## config.mk

```make
export PLATFORM = sky130hd
export DESIGN_NAME = score_tracker
export DESIGN_NICKNAME = d
export VERILOG_FILES = /design/src/rtl/score_tracker.sv
export SDC_FILE = /design/constraint.sdc
export NUM_CORES = 1
export LEC_CHECK = 0
export CAP_MARGIN = 20
export CORE_MARGIN = 5
export CORE_UTILIZATION = 30
export CTS_CLUSTER_SIZE = 30
export DETAILED_ROUTE_END_ITERATION = 12
export GPL_ROUTABILITY_DRIVEN = 0
export GPL_TIMING_DRIVEN = 1
export PLACE_DENSITY_LB_ADDON = 0.15
export REMOVE_ABC_BUFFERS = 1
export SETUP_SLACK_MARGIN = 0.4
export SLEW_MARGIN = 20
export SYNTH_ARGS = -nofsm -noshare
export SYNTH_HDL_FRONTEND = slang
export SYNTH_SLANG_ARGS = --single-unit
```

## constraint.sdc

```tcl
create_clock -name clock -period 5.3 [get_ports clock]
set_input_delay 1.06 -clock clock [delete_from_list [all_inputs] [get_ports clock]]
set_output_delay 1.06 -clock clock [all_outputs]
set_load 0.01 [all_outputs]
```

## src/rtl/score_tracker.sv

```systemverilog
`default_nettype none
// ============================================================================
// Module      : score_tracker
// Description : BCD score/high-score/elapsed-time tracker for the apple game.
// Revision    : 1.0  initial release
// ============================================================================
module score_tracker #(
   parameter int                  NUM_CH       = 5,
   parameter logic [4*NUM_CH-1:0] CH_WEIGHTS   = 20'h11311,
   parameter int                  SCORE_DIGITS = 4,
   parameter int                  TIME_DIGITS  = 4,
   parameter int                  CLK_HZ       = 100_000_000,
   parameter int                  PEND_W       = 8
) (
   input  logic                      clock,
   input  logic                      reset,
   input  logic [NUM_CH-1:0]         apple_hit,
   input  logic [1:0]                game_status,
   output logic [4*SCORE_DIGITS-1:0] score_bcd,
   output logic [4*SCORE_DIGITS-1:0] high_bcd,
   output logic [4*TIME_DIGITS-1:0]  time_bcd,
   output logic                      busy,
   output logic                      new_record,
   output logic                      sec_tick
);

   localparam int c_SUM_W  = 8;
   localparam int c_PSUM_W = PEND_W + c_SUM_W;
   localparam int c_PRE_W  = (CLK_HZ > 1) ? $clog2(CLK_HZ) : 1;
   localparam logic [c_PRE_W-1:0]        c_PRE_MAX    = c_PRE_W'(CLK_HZ - 1);
   localparam logic [c_PSUM_W-1:0]       c_PEND_SAT   = c_PSUM_W'({PEND_W{1'b1}});
   localparam logic [4*SCORE_DIGITS-1:0] c_SCORE_FULL = {SCORE_DIGITS{4'h9}};
   localparam logic [4*TIME_DIGITS-1:0]  c_TIME_FULL  = {TIME_DIGITS{4'h9}};
   localparam logic [1:0] c_ST_PLAYING = 2'b01;
   localparam logic [1:0] c_ST_INIT    = 2'b11;

   logic [4*SCORE_DIGITS-1:0] r_score, r_high;
   logic [4*TIME_DIGITS-1:0]  r_time;
   logic [PEND_W-1:0]         r_pending;
   logic [c_PRE_W-1:0]        r_pre;
   logic                      r_new_record, r_sec_tick;

   logic                      w_playing, w_init, w_drain;
   logic [c_SUM_W-1:0]        w_hit_sum;
   logic [c_PSUM_W-1:0]       w_pend_sum;
   logic [PEND_W-1:0]         w_pend_nxt;
   logic [4*SCORE_DIGITS-1:0] w_score_inc, w_score_nxt;
   logic [4*TIME_DIGITS-1:0]  w_time_inc;
   logic                      w_score_carry, w_time_carry;
   logic                      w_score_gt, w_cmp_done;

   assign w_playing = (game_status == c_ST_PLAYING);
   assign w_init    = (game_status == c_ST_INIT);
   assign w_drain   = (r_pending != '0);

   always_comb begin
      w_hit_sum = '0;
      if (w_playing) begin
         for (int i = 0; i < NUM_CH; i++) begin
            if (apple_hit[i]) w_hit_sum = w_hit_sum + c_SUM_W'(CH_WEIGHTS[4*i +: 4]);
         end
      end
   end

   // Ripple decimal increment: each digit rolls 9->0 while the carry persists.
   always_comb begin
      w_score_inc   = r_score;
      w_score_carry = 1'b1;
      for (int d = 0; d < SCORE_DIGITS; d++) begin
         if (w_score_carry) begin
            if (r_score[4*d +: 4] == 4'd9) begin
               w_score_inc[4*d +: 4] = 4'd0;
            end else begin
               w_score_inc[4*d +: 4] = r_score[4*d +: 4] + 4'd1;
               w_score_carry         = 1'b0;
            end
         end
      end
   end

   always_comb begin
      w_time_inc   = r_time;
      w_time_carry = 1'b1;
      for (int d = 0; d < TIME_DIGITS; d++) begin
         if (w_time_carry) begin
            if (r_time[4*d +: 4] == 4'd9) begin
               w_time_inc[4*d +: 4] = 4'd0;
            end else begin
               w_time_inc[4*d +: 4] = r_time[4*d +: 4] + 4'd1;
               w_time_carry         = 1'b0;
            end
         end
      end
   end

   assign w_score_nxt = (w_drain && (r_score != c_SCORE_FULL)) ? w_score_inc : r_score;
   assign w_pend_sum  = c_PSUM_W'(r_pending) + c_PSUM_W'(w_hit_sum) - c_PSUM_W'(w_drain);

   // Once the score is pinned at all nines, any outstanding points are dropped.
   always_comb begin
      if (w_score_nxt == c_SCORE_FULL)  w_pend_nxt = '0;
      else if (w_pend_sum > c_PEND_SAT) w_pend_nxt = '1;
      else                              w_pend_nxt = w_pend_sum[PEND_W-1:0];
   end

   // Most-significant differing digit decides the magnitude comparison.
   always_comb begin
      w_score_gt = 1'b0;
      w_cmp_done = 1'b0;
      for (int d = SCORE_DIGITS - 1; d >= 0; d--) begin
         if (!w_cmp_done && (r_score[4*d +: 4] != r_high[4*d +: 4])) begin
            w_score_gt = (r_score[4*d +: 4] > r_high[4*d +: 4]);
            w_cmp_done = 1'b1;
         end
      end
   end

   always_ff @(posedge clock or negedge reset) begin
      if (!reset) begin
         r_score      <= '0;
         r_high       <= '0;
         r_time       <= '0;
         r_pending    <= '0;
         r_pre        <= '0;
         r_new_record <= 1'b0;
         r_sec_tick   <= 1'b0;
      end else begin
         if (w_score_gt) begin
            r_high       <= r_score;
            r_new_record <= 1'b1;
         end
         if (w_init) begin
            r_score      <= '0;
            r_pending    <= '0;
            r_time       <= '0;
            r_pre        <= '0;
            r_new_record <= 1'b0;
            r_sec_tick   <= 1'b0;
         end else begin
            r_score    <= w_score_nxt;
            r_pending  <= w_pend_nxt;
            r_sec_tick <= 1'b0;
            if (w_playing) begin
               if (r_pre == c_PRE_MAX) begin
                  r_pre      <= '0;
                  r_sec_tick <= 1'b1;
                  if (r_time != c_TIME_FULL) r_time <= w_time_inc;
               end else begin
                  r_pre <= r_pre + 1'b1;
               end
            end
         end
      end
   end

   assign score_bcd  = r_score;
   assign high_bcd   = r_high;
   assign time_bcd   = r_time;
   assign busy       = w_drain;
   assign new_record = r_new_record;
   assign sec_tick   = r_sec_tick;

endmodule
`default_nettype wire

```

==> run_results.csv <==
group,metric,value,unit
pwr,switching_share,35.91,%
synth,synth.ff_latch_count,85,
synth,syn_area,5583,µm²
pwr,ir_drop,0.1883,mV
cells_and_area,num_antenna_cells,0,
cts,clkLatencyLatePin,0.34,ns
cells_and_area,area.sequential,2127,µm²
route,vias,4546,
global_route,globalRouteOverflowTotal,0,
run_status,status,"finished clean",
global_route,grtUsageTotal,12.88,%
worst_setup_path,worst-endpoint-required,5.53,ns
cts,clk_path_buf_depth,2,
pwr,power_per_cell_area,374.7,nW/µm²
synth,synth-warning-count,0,
cts,cts.sink_count,85,
cells_and_area,drive_above_1_share,10.07,%
sta,maxSlewViolCount,0,
worst_hold_path,timing.hold.worst.class,"register to register",
sta,setup_viol_count_final,0,
pwr,netSwitchingPower,0.0009116,W
sta,timing_worst_slew_pin_value,1.066,ns
synth,synth_sequential_area_ratio,38.10,%
pwr,power.leakage,2.902,nW
place,number_of_port_buffers,59,
place,post-dp-hpwl,9830,µm
cts,cts.htree.levels,3,
cells_and_area,layout.filler_cells,1868,
sta,maxClockFrequency,213.2,MHz
sta,post-route-period-util,88.49,%
worst_setup_path,crit_type,"input pin to register",
global_route,grt_first_pass_wirelength,22910,µm
worst_setup_path,cp_slowest_cell,"sky130_fd_sc_hd__fa_1",
worst_setup_path,path_delay_family,"adder cells",
cts,cts_setup_buffers,0,
pwr,p_comb_share,43.7,%
global_route,grt_antenna_before_repair,0,
route,detail_route.drc_violations,0,
cts,clock_tree_from_tritoncts,"done",
pwr,cell_internal_pwr,0.001627,W
synth,syn_area_per_cell,9.182,µm²
global_route,grt_max_degree,48,
worst_setup_path,max_stage_delay,0.56,ns
worst_setup_path,cp_num_buf_inv,6,
route,detail_route.wl_per_cell,14.87,µm
route,finalWirelength,13440,µm
synth,number_of_synthesized_flops_with_an_enable_pin,0,
route,detail_route.vias_per_cell,5.029,
floorplan,i_o_pin_total,60,
cells_and_area,multi_input_gate_area,3198,µm²
synth,async_reset_ff_share,100.0,%
run,drv_cap,0,
pwr,power.clock.fraction,24.4,%
synth,synth.distinct_cells,70,
cts,root_buffer,"sky130_fd_sc_hd__clkbuf_16",
cells_and_area,nets,727,
sta,grt_setup_unrepaired,"false",
floorplan,core-area,18150,µm²
sta,worst_slew_margin_rel,28.51,%
global_route,grt_pass1_vias,4583,
pwr,seq_power_share,31.9,%
worst_setup_path,crit_path_cell_trace,"clkdlybuf4s50_1, inv_2, fa_1, xor2_1, buf_4, xor2_1, nand2_1, ha_1, inv_1, ha_1, inv_1, fa_2, nor2b_2, o31a_1, o21ai_2, a221oi_2, xnor2_1, o21ai_1, buf_4, o21a_1",
worst_setup_path,timing.critical_path.arrival,4.92,ns
floorplan,floorplan.initialDensity,30.76,%
route,route.antenna.remaining_nets,0,
worst_setup_path,worst-path-max-fanout,8,
cts,clock_transition_at_the_registers_of_the_reported_paths,0.06,ns
floorplan,num_rows,49,
synth,synth_top_flop_cell,"sky130_fd_sc_hd__dfrtp_1",
cells_and_area,area_delta_synth_final,21.34,%
floorplan,floorplan.die_area,21440,µm²
worst_setup_path,start_kind,"input pin",
worst_setup_path,sort_of_element_at_the_end_of_the_critical_path,"register",
synth,synthCells,608,
sta,finalClockSkew,0.008190,ns
sta,timing.setup.tns,0,ns
sta,fin_crit,4.690,ns
cts,cts-buffers-inserted,9,
route,detail_route.first_pass.iterations,4,
sta,final.hold.worst_slack,0.4895,ns
floorplan,die_w,146.4,µm
floorplan,die_height,146.4,µm
sta,timing.final.hold_violations,0,
route,drtIter0Drc,228,
## registers in the layout, summed over array words and instances (netlist names)
signal,cells
r_pre,27
high_bcd,16
score_bcd,16
time_bcd,16
r_pending,8
new_record,1
sec_tick,1
## power groups by stage
stage	clock network, W	registers [W]	logic (W)
finish	0.000621	0.000810	0.00111
global route	0.000675	0.000821	0.00124
CTS	0.000645	0.000810	0.00109
detailed placement	0	0.000822	0.00108
global placement	0	0.000820	0.00107
floorplan	0	0.000812	0.000765
## area by class of cell
class	count	area share, %
multi-input cells	449	47.21
flip-flops and latches	85	31.40
repair buffers	69	9.789
well taps	229	4.230
clock buffers	13	3.990
inverters	56	3.103
clock inverters	3	0.2771
## worst paths after layout
kind | startpoint | to | slack [ns] | depth (start not counted)
worst max-delay path | apple_hit[1] | r_pending[6] | 0.61 | 20
worst min-delay path | r_pre[7] | r_pre[7] | 0.49 | 1
worst max register to register | r_pending[7] | r_pending[6] | 1.60 | 18
worst min register to register | r_pre[7] | r_pre[7] | 0.49 | 1
max in group asynchronous | reset | r_pre[8] | 3.56 | 2
min in group asynchronous | reset | high_bcd[13] | 0.68 | 1
## synthesized netlist by cell type (all sizes together) (2+ instances only)
master | count | area, µm²
a31oi | 7 | 43.79
o21a | 11 | 82.58
and2 | 2 | 12.51
inv | 55 | 206.4
and2b | 2 | 15.01
o41ai | 3 | 26.28
nor4b | 2 | 47.55
nand2 | 48 | 182.7
or3 | 6 | 37.54
nand4 | 13 | 81.33
buf | 7 | 33.78
nor3 | 20 | 105.1
and3 | 11 | 68.82
fa | 2 | 40.04
nor2 | 50 | 195.2
o211ai | 2 | 15.01
mux2i | 15 | 150.1
a211oi | 4 | 42.54
a21o | 10 | 75.07
nor4 | 5 | 31.28
and3b | 5 | 43.79
xnor2 | 12 | 105.1
o21ai | 47 | 235.2
dfrtp | 85 | 2127
and4 | 3 | 28.78
or4b | 2 | 27.53
o31ai | 9 | 77.57
a21oi | 37 | 185.2
nand2b | 6 | 37.54
xor2 | 4 | 35.03
o2bb2ai | 3 | 26.28
mux2 | 12 | 138.9
ha | 46 | 575.6
nand3 | 19 | 112.6
nor2b | 11 | 71.32
or2 | 2 | 12.52
clkbuf | 11 | 41.29
a41oi | 2 | 36.29
## metrics by stage
step | cell area (µm²) | setup WS [ns] | utilization [%] | instances | total power (W)
2_1_floorplan | 5508 | 0.6573 | - | 590 | 0.001577
3_3_place_gp | 6462 | 0.2040 | 35.61 | 888 | 0.001886
3_5_place_dp | 6466 | 0.07411 | 35.63 | 888 | 0.001904
4_1_cts | 6755 | 0.4413 | 37.22 | 904 | 0.002545
5_1_grt | 6774 | 0.3823 | 37.33 | 904 | 0.002737
6_report | 6774 | 0.6102 | 37.33 | 904 | 0.002538
## placed cells by master (no fill, tap or decap), drive strengths merged, types with 9 or more instances in the layout
cell type / synthesis / routed
a21o: 10 / 10
a21oi: 37 / 37
and3: 11 / 11
buf: 7 / 11
clkbuf: 11 / 13
clkdlybuf4s50: 0 / 58
dfrtp: 85 / 85
ha: 46 / 46
inv: 55 / 55
mux2: 12 / 12
mux2i: 15 / 15
nand2: 48 / 48
nand3: 19 / 19
nand4: 13 / 13
nor2: 50 / 50
nor2b: 11 / 11
nor3: 20 / 20
o21a: 11 / 11
o21ai: 47 / 47
o31ai: 9 / 9
xnor2: 12 / 12
## kinds of logic (layout without fill, tap and decap cells)
| group | Yosys count | count (layout) | share of synthesized area, % |
|---|---|---|---|
| adders and majority gates | 48 | 48 | 11.03 |
| DFF | 85 | 85 | 38.10 |
| AOI/OAI and AO/OA | 147 | 147 | 17.35 |
| xor gates and xnor gates | 16 | 16 | 2.510 |
| buffers and inverters | 74 | 141 | 5.110 |
| and+or+nand+nor | 211 | 211 | 20.73 |
| muxes | 27 | 27 | 5.177 |
## routing by layer
metal / share of wire (%) / vias up / global-route usage [%]
met5: 0 / - / 0
met4: 1.4 / 0 / 4.092
met3: 3.6 / 11 / 2.851
met2: 45 / 80 / 20.19
met1: 50 / 2165 / 17.72
li1: - / 2290 / -
## repair_timing
action	CTS	global route
resized for setup	0	9
hold buffers	0	0
setup endpoints to repair	0	8
(Power assumes the default switching activity.)
